$ cat config.mk
export PLATFORM = sky130hd
export DESIGN_NAME = xfer_controller
export DESIGN_NICKNAME = d
export VERILOG_FILES = /design/src/rtl/xfer_controller.sv
export SDC_FILE = /design/constraint.sdc
export NUM_CORES = 1
export LEC_CHECK = 0
export CAP_MARGIN = 20
export CORE_UTILIZATION = 48
export DETAILED_ROUTE_END_ITERATION = 8
export PLACE_DENSITY = 0.84
export SYNTH_ARGS = -nofsm -noshare
export SYNTH_HDL_FRONTEND = slang
export SYNTH_SLANG_ARGS = --single-unit
$ cat constraint.sdc
create_clock -name clk -period 4 [get_ports clk]
set_clock_uncertainty 0.2 [all_clocks]
set_input_delay 0.4 -clock clk [delete_from_list [all_inputs] [get_ports clk]]
set_output_delay 0.4 -clock clk [all_outputs]
set_load 0.02 [all_outputs]
$ cat src/rtl/xfer_controller.sv
`default_nettype none
// +----------------------------------------------------------------------------+
// | xfer_controller: round-robin sequencer of single-beat datapath transfers    |
// | with a response-window check. Revision: 1.0                                |
// +----------------------------------------------------------------------------+
module xfer_controller #(
  parameter int DATA_W   = 8,
  parameter int N_REQ    = 2,
  parameter int RESP_MIN = 1,
  parameter int RESP_MAX = 3
) (
  input  logic                       clk,
  input  logic                       rst_n,
  input  logic [N_REQ-1:0]           req,
  input  logic [N_REQ*DATA_W-1:0]    req_data,
  output logic [N_REQ-1:0]           gnt,
  input  logic                       ready,
  output logic                       start,
  output logic                       valid_in,
  output logic [DATA_W-1:0]          data_in,
  input  logic                       valid_out,
  input  logic [DATA_W-1:0]          data_out,
  output logic                       done,
  output logic                       error,
  output logic [$clog2(N_REQ)-1:0]   rsp_id,
  output logic [DATA_W-1:0]          rsp_data,
  output logic [7:0]                 err_cnt
);

  localparam int ID_W = $clog2(N_REQ);
  localparam logic [4:0] C_RESP_MIN = 5'(RESP_MIN);
  localparam logic [4:0] C_RESP_MAX = 5'(RESP_MAX);

  typedef enum logic [2:0] {
    S_IDLE  = 3'd0,
    S_START = 3'd1,
    S_SEND  = 3'd2,
    S_WAIT  = 3'd3,
    S_RESP  = 3'd4
  } state_t;

  state_t              state_q, state_d;
  logic [ID_W-1:0]     ptr_q, ptr_d;
  logic [ID_W-1:0]     win_q, win_d;
  logic [DATA_W-1:0]   payload_q, payload_d;
  logic [4:0]          cnt_q, cnt_d;
  logic [DATA_W-1:0]   rdata_q, rdata_d;
  logic                rerr_q, rerr_d;
  logic [7:0]          err_cnt_q, err_cnt_d;

  logic [2*N_REQ-1:0]  req_dbl;
  logic [N_REQ-1:0]    req_rot;
  logic                found;
  int                  off;
  int                  pick_sum;
  logic [ID_W-1:0]     pick;
  logic [DATA_W-1:0]   pick_data;
  logic [1:0]          err_inc;
  logic [8:0]          err_sum;

  // Rotate requests so index 0 is the current pointer; lowest set bit wins.
  always_comb begin
    req_dbl  = {req, req} >> ptr_q;
    req_rot  = req_dbl[N_REQ-1:0];
    found    = |req_rot;
    off      = 0;
    for (int i = N_REQ - 1; i >= 0; i--) begin
      if (req_rot[i]) off = i;
    end
    pick_sum = int'(ptr_q) + off;
    if (pick_sum >= N_REQ) pick_sum = pick_sum - N_REQ;
    pick      = ID_W'(pick_sum);
    pick_data = '0;
    for (int i = 0; i < N_REQ; i++) begin
      if (ID_W'(i) == pick) pick_data = req_data[i*DATA_W +: DATA_W];
    end
  end

  always_comb begin
    state_d   = state_q;
    ptr_d     = ptr_q;
    win_d     = win_q;
    payload_d = payload_q;
    cnt_d     = cnt_q;
    rdata_d   = rdata_q;
    rerr_d    = rerr_q;
    case (state_q)
      S_IDLE: begin
        if (ready && found) begin
          win_d     = pick;
          payload_d = pick_data;
          ptr_d     = (pick == ID_W'(N_REQ - 1)) ? '0 : pick + 1'b1;
          state_d   = S_START;
        end
      end
      S_START: state_d = S_SEND;
      S_SEND: begin
        cnt_d   = 5'd1;
        state_d = S_WAIT;
      end
      S_WAIT: begin
        if (valid_out) begin
          // Window upper bound is implicit: WAIT is left at cnt == RESP_MAX.
          if (cnt_q < C_RESP_MIN) begin
            rerr_d  = 1'b1;
            rdata_d = '0;
          end else begin
            rerr_d  = 1'b0;
            rdata_d = data_out;
          end
          state_d = S_RESP;
        end else if (cnt_q == C_RESP_MAX) begin
          rerr_d  = 1'b1;
          rdata_d = '0;
          state_d = S_RESP;
        end else begin
          cnt_d = cnt_q + 5'd1;
        end
      end
      S_RESP:  state_d = S_IDLE;
      default: state_d = S_IDLE;
    endcase
  end

  // Stray valid_out and an error pulse in the same cycle both count.
  always_comb begin
    err_inc   = 2'(valid_out && (state_q != S_WAIT)) + 2'((state_q == S_RESP) && rerr_q);
    err_sum   = {1'b0, err_cnt_q} + {7'b0, err_inc};
    err_cnt_d = err_sum[8] ? 8'hFF : err_sum[7:0];
  end

  always_ff @(posedge clk or negedge rst_n) begin
    if (!rst_n) begin
      state_q   <= S_IDLE;
      ptr_q     <= '0;
      win_q     <= '0;
      payload_q <= '0;
      cnt_q     <= '0;
      rdata_q   <= '0;
      rerr_q    <= 1'b0;
      err_cnt_q <= '0;
    end else begin
      state_q   <= state_d;
      ptr_q     <= ptr_d;
      win_q     <= win_d;
      payload_q <= payload_d;
      cnt_q     <= cnt_d;
      rdata_q   <= rdata_d;
      rerr_q    <= rerr_d;
      err_cnt_q <= err_cnt_d;
    end
  end

  assign start    = (state_q == S_START);
  assign gnt      = start ? ({{(N_REQ-1){1'b0}}, 1'b1} << win_q) : '0;
  assign valid_in = (state_q == S_SEND);
  assign data_in  = valid_in ? payload_q : '0;
  assign done     = (state_q == S_RESP) && !rerr_q;
  assign error    = (state_q == S_RESP) && rerr_q;
  assign rsp_id   = (state_q == S_RESP) ? win_q : '0;
  assign rsp_data = done ? rdata_q : '0;
  assign err_cnt  = err_cnt_q;

endmodule
`default_nettype wire

Word level (Yosys, flattened, before mapping)
Index checks and enable logic that the tools add are counted.
- bits in registers: 35
- word-level logic and storage cells: 64
- output and inout bits: 31
- bits of input ports: 30
- $lt $le $gt $ge: 2
- equality and inequality tests: 10
- shifts and indexed selects: 2
- add/subtract/negate cells: 6
- reductions and logical operators: 13
- mux-type cells: 23
- operators with widths (kind ; number):
    8-bit two-way mux ; 7
    3-bit case mux with 4 select lines ; 1
    5-bit two-way mux ; 2
    5-bit case mux with 2 select lines ; 1
    8-bit by 2-bit adder with 9-bit output ; 1
    3-bit two-way mux ; 3
    1-bit two-way mux ; 8
    3-bit by 2-bit equality test with 1-bit output, second input constant ; 2
    2-bit != test, second input constant ; 3
    2-bit AND reduction ; 3
    5-bit by 1-bit adder with 5-bit output, second input constant ; 1
    5-bit by 2-bit equality test with 1-bit output, second input constant ; 1
    5-bit by 1-bit less-than comparator with 1-bit output, second input constant ; 1
    1-bit by 1-bit adder with 2-bit output ; 2
    1-bit logical AND ; 4
    2-bit nonzero test ; 2
    4-bit by 1-bit right shift with 2-bit output ; 1
    3-bit by 1-bit equality test with 1-bit output, second input constant ; 1
    3-bit equality test, second input constant ; 1
    3-bit logical NOT ; 1
    3-bit by 2-bit != test with 1-bit output, second input constant ; 1
    3-bit != test, second input constant ; 1
    3-bit AND reduction ; 1
    2-bit >= comparator, second input constant ; 1
    6 further kinds ; 6

Logic depth before layout (Yosys ltp)
- word-level depth: 8
- depth in mapped cells: 10
- mapped depth without buffers: 8

Worst setup path after synthesis
Ideal clock, no wire load.
- path kind: flip-flop to flip-flop
- start point: register state_q[2]
- end point: register err_cnt_q[2], in the netlist err_cnt[2]
- required time: 3.670 ns
- clock period less this slack: 2.366 ns
- arrival: 2.036 ns
- setup slack: 1.634 ns
- path buffers: 3
- cell stages (with the launch flop): 11
- setup time: 0.130 ns
- cells stage by stage: dfrtp_1 > buf_4 > nor2b_1 > buf_4 > a21boi_0 > fa_1 > and4_1 > buf_2 > and3_1 > nand3_1 > o21ai_0
- word-level cells in the longest chain between the ends: 5
- elaborated cells between the ends (all ways): 7
- classes of those cells: add/sub: 2; eq/ne: 2; mux: 1; reduce/logical: 2
- RTL lines (item ; RTL line ; source):
    from (decl) ; 42 ; state_t state_q, state_d;
    from (signal assigned) ; 143 ; state_q <= state_d;
    3-bit by 2-bit != test with 1-bit output / 3-bit equality test (equally long branches) ; 127 ; err_inc = 2'(valid_out && (state_q != S_WAIT)) + 2'((state_q == S_RESP) && rerr_q);
    1-bit logical AND ; 127 ;
    1-bit by 1-bit adder with 2-bit output (*) ; 127 ;
    8-bit by 2-bit adder with 9-bit output (*) ; 128 ; err_sum = {1'b0, err_cnt_q} + {7'b0, err_inc};
    8-bit two-way mux (*) ; 129 ; err_cnt_d = err_sum[8] ? 8'hFF : err_sum[7:0];
    named net err_cnt_d[2] ; 49 ; logic [7:0] err_cnt_q, err_cnt_d;
    to (signal assigned) ; 150 ; err_cnt_q <= err_cnt_d;
    to (decl) ; 49 ;
Mark *: on every way through the listed nets, which the timed path passes. The rest lies on a longest branch.
A chain may end at the register's enable or synchronous reset.

Worst setup path in the final report
- start point: register state_q[2]
- end point: output port data_in[4]
- word-level cells in the longest chain between the ends: 2
- RTL lines (item ; RTL line ; source):
    3-bit by 2-bit equality test with 1-bit output ; 156 ; assign valid_in = (state_q == S_SEND);
    8-bit two-way mux ; 157 ; assign data_in = valid_in ? payload_q : '0;
    to (decl) ; 20 ; output logic [DATA_W-1:0] data_in,
Every way passes these cells.

==> impl_metrics.env <==
export IMPL_yosysTopAreaCellShare=0.501
export IMPL_drc=0
export IMPL_synth_avg_cell_area_sq_um=10.7
export IMPL_clock_sinks=35
export IMPL_root_buffer="clkbuf_4"
export IMPL_std_cell_rows=21
export IMPL_wl_per_cell_microns=15.2
export IMPL_cts_hold_buf=0
export IMPL_io_pins=61
export IMPL_fin_tns_setup_ns=0
export IMPL_use_met1=0.275
export IMPL_pre_cts_ws_ns=1.26
export IMPL_antenna_found_initial=0
export IMPL_critPathTopFamily="simple AND/OR/NAND/NOR gates"
export IMPL_core_area_sq_mm=0.00342
export IMPL_setup_viol=0
export IMPL_worst_path_buf_inv=1
export IMPL_worstPathArrival_ns=2.47
export IMPL_powerDensity_mw_per_mm2=674
export IMPL_ys_warn_count=0
export IMPL_wl_microns=4110
export IMPL_finalHoldViolCount=0
export IMPL_clk_pin_slew_worst_paths_ns=0.10
export IMPL_synth_edff_count=0
export IMPL_finalCoreUtilization=0.703
export IMPL_final_common_cell="clkdlybuf4s50_1"
export IMPL_track_usage=0.237
export IMPL_post_cts_buffers=0
export IMPL_grt_start_max_net_pins=36
export IMPL_reg2reg_from="state_q[1]$_DFFE_PN0P_"
export IMPL_cp_start_kind="flop"
export IMPL_worst_slack_ns=0.933
export IMPL_reg2reg_depth=7
export IMPL_cts_resized=0
export IMPL_syn_num_nets=196
export IMPL_grt_ovfl_total=0
export IMPL_dr_pass1_iters=4
export IMPL_die_h_microns=62.3
export IMPL_synth_ff_type="dfrtp_1"
export IMPL_fillerInstances=264
export IMPL_gp_congestion=0.770
export IMPL_drv_slew=0
export IMPL_layout_area_overhead_vs_synth_pct=37.5
export IMPL_tightest_slew_ns=0.985
export IMPL_critPathSlowestCell="clkdlybuf4s50_1"
export IMPL_clk_latency_ns=0.34
export IMPL_criticalPathCategory="reg -> out"
export IMPL_mostFrequentLayoutCells="60 x clkdlybuf4s50_1, 35 x dfrtp_1, 18 x nor2_1, 17 x and2_1, 13 x a21oi_1"
export IMPL_ys_seq_elements=35
export IMPL_grt_pass1_vias=1498
export IMPL_syn_inst=164
export IMPL_hold_path_class="in -> async"
export IMPL_cts_inserted_buffers=5
export IMPL_die_w_microns=62.3
export IMPL_start_util=0.511
export IMPL_async_flop_share=1.00
export IMPL_die_area_sq_mm=0.00388
export IMPL_slew_headroom=0.338
export IMPL_crit_path_end="data_in[4]"
export IMPL_port_buffers=60
export IMPL_nNetsFinal=256
export IMPL_crit_chain="nand2b_1 > nor2_1 > and2_1 > clkdlybuf4s50_1"
export IMPL_drt_iter0_markers=49
export IMPL_cts_tree="done"
export IMPL_synthTopCellsByArea="dfrtp_1 50%, and2_1 6.1%, mux2i_1 4.6%"
export IMPL_critPathMaxFanout=11
export IMPL_r2r_end="err_cnt[2]$_DFF_PN0_"
export IMPL_dp_hpwl_microns=3180
export IMPL_fmaxAchievable_mhz=326
export IMPL_use_met3=0.0588
export IMPL_synth_area_leader_cell="dfrtp_1"
export IMPL_synthDistinctLibCells=39
export IMPL_ctsHtreeMaxLevel=2
export IMPL_cap_violations=0
export IMPL_grt_first_pass_wirelength_microns=7000
export IMPL_p_leak_uw=0.00104
export IMPL_rsz0062_at_grt="false"
export IMPL_diodes=0
export IMPL_num_vias=1450
export IMPL_max_stage_delay_ns=0.63
export IMPL_worstSetupEndpointType="output port"
export IMPL_clockBufferDepth=2
export IMPL_critical_path_depth=4
export IMPL_fin_crit_sh=0.767
export IMPL_finalCriticalPeriod_ns=3.07
export IMPL_top_usage_layer="met2"
export IMPL_drive_gt1_frac=0.0622
export IMPL_status="finished clean"
export IMPL_ys_seq_area_frac=0.501
export IMPL_crit_path_start="state_q[2]$_DFFE_PN0P_"
export IMPL_drtAntennaViolNets=0
export IMPL_peakVddDrop_mv=0.428
export IMPL_synth_area_sq_mm=0.00175
export IMPL_via_per_inst=5.35
export IMPL_required_ns=3.40
export IMPL_use_met2=0.415
export IMPL_r2r_setup_slack_ns=1.21
-- stage by stage --
stage	cell area [sq um]	hold WS, ns	instances	total power [uW]
2_1_floorplan	1750	-0.0956	164	1130
3_3_place_gp	2350	0.279	263	1400
3_5_place_dp	2350	0.278	263	1450
4_1_cts	2400	0.266	271	1630
5_1_grt	2400	0.296	271	1730
6_report	2400	0.246	271	1620
-- report_power, final --
group	leakage, uW	switching (uW)	internal [uW]
clock network	0.0000293	109	68.4
logic	0.000589	403	388
registers	0.000425	149	501
total	0.00104	661	958
-- synth_stat cells, drive strengths merged, types with 4 or more instances --
cell type	number
a21oi	14
a22o	9
and2	17
buf	8
dfrtp	35
mux2i	8
nand2	5
nand2b	4
nand4	4
nor2	19
nor2b	4
-- flip-flops by register name, indices dropped and copies added, names as in the netlist --
signal,flops
cnt_q,5
err_cnt,8
payload_q,8
win_q,1
rdata_q,8
ptr_q,1
rerr_q,1
state_q,3
-- layout make-up --
type	count	area, sq um	area share
Clock buffer	7	45.0	0.0188
Clock inverter	1	5.00	0.00208
Inverter	3	11.3	0.00469
Multi-Input combinational cell	118	800	0.333
Sequential cell	35	876	0.365
Tap cell	46	57.6	0.0240
Timing Repair Buffer	61	608	0.253
-- logic make-up (layout without fill, tap and decap cells) --
family                     count (synthesis)  after routing  synth area share
and+or+nand+nor                           66             66             0.218
AOI/OAI and AO/OA                         37             37             0.145
DFF                                       35             35             0.501
buffers and inverters                     11             72            0.0408
muxes                                      9              9            0.0544
adders and majority gates                  3              3            0.0244
xor gates and xnor gates                   3              3            0.0150
-- worst register-to-register path: stages, from the launching register on --
cell      delay [ns]
dfrtp_1         0.48
nor2b_1         0.49
a21boi_0        0.23
fa_1            0.50
and4_1          0.28
and3_1          0.24
nand3_1         0.14
o21ai_0         0.12
-- worst min-delay path by stage --
stage / startpoint / to / cells past startpoint
after global routing: rst_n / payload_q[3]$_DFFE_PN0P_ / 2
after CTS: rst_n / payload_q[7]$_DFFE_PN0P_ / 2
after detailed placement: rdata_q[2]$_DFFE_PN0P_ / rdata_q[2]$_DFFE_PN0P_ / 1
final: rst_n / payload_q[7]$_DFFE_PN0P_ / 2
after global placement: rdata_q[0]$_DFFE_PN0P_ / rdata_q[0]$_DFFE_PN0P_ / 1
after floorplan: rst_n / cnt_q[0]$_DFFE_PN0P_ / 0
-- routing by layer --
metal | up-vias | part of all wire
li1 | 695 | -
met1 | 716 | 0.41
met2 | 30 | 0.53
met3 | 9 | 0.037
met4 | 0 | 0.019
met5 | - | 0
(Power assumes the default switching activity.)
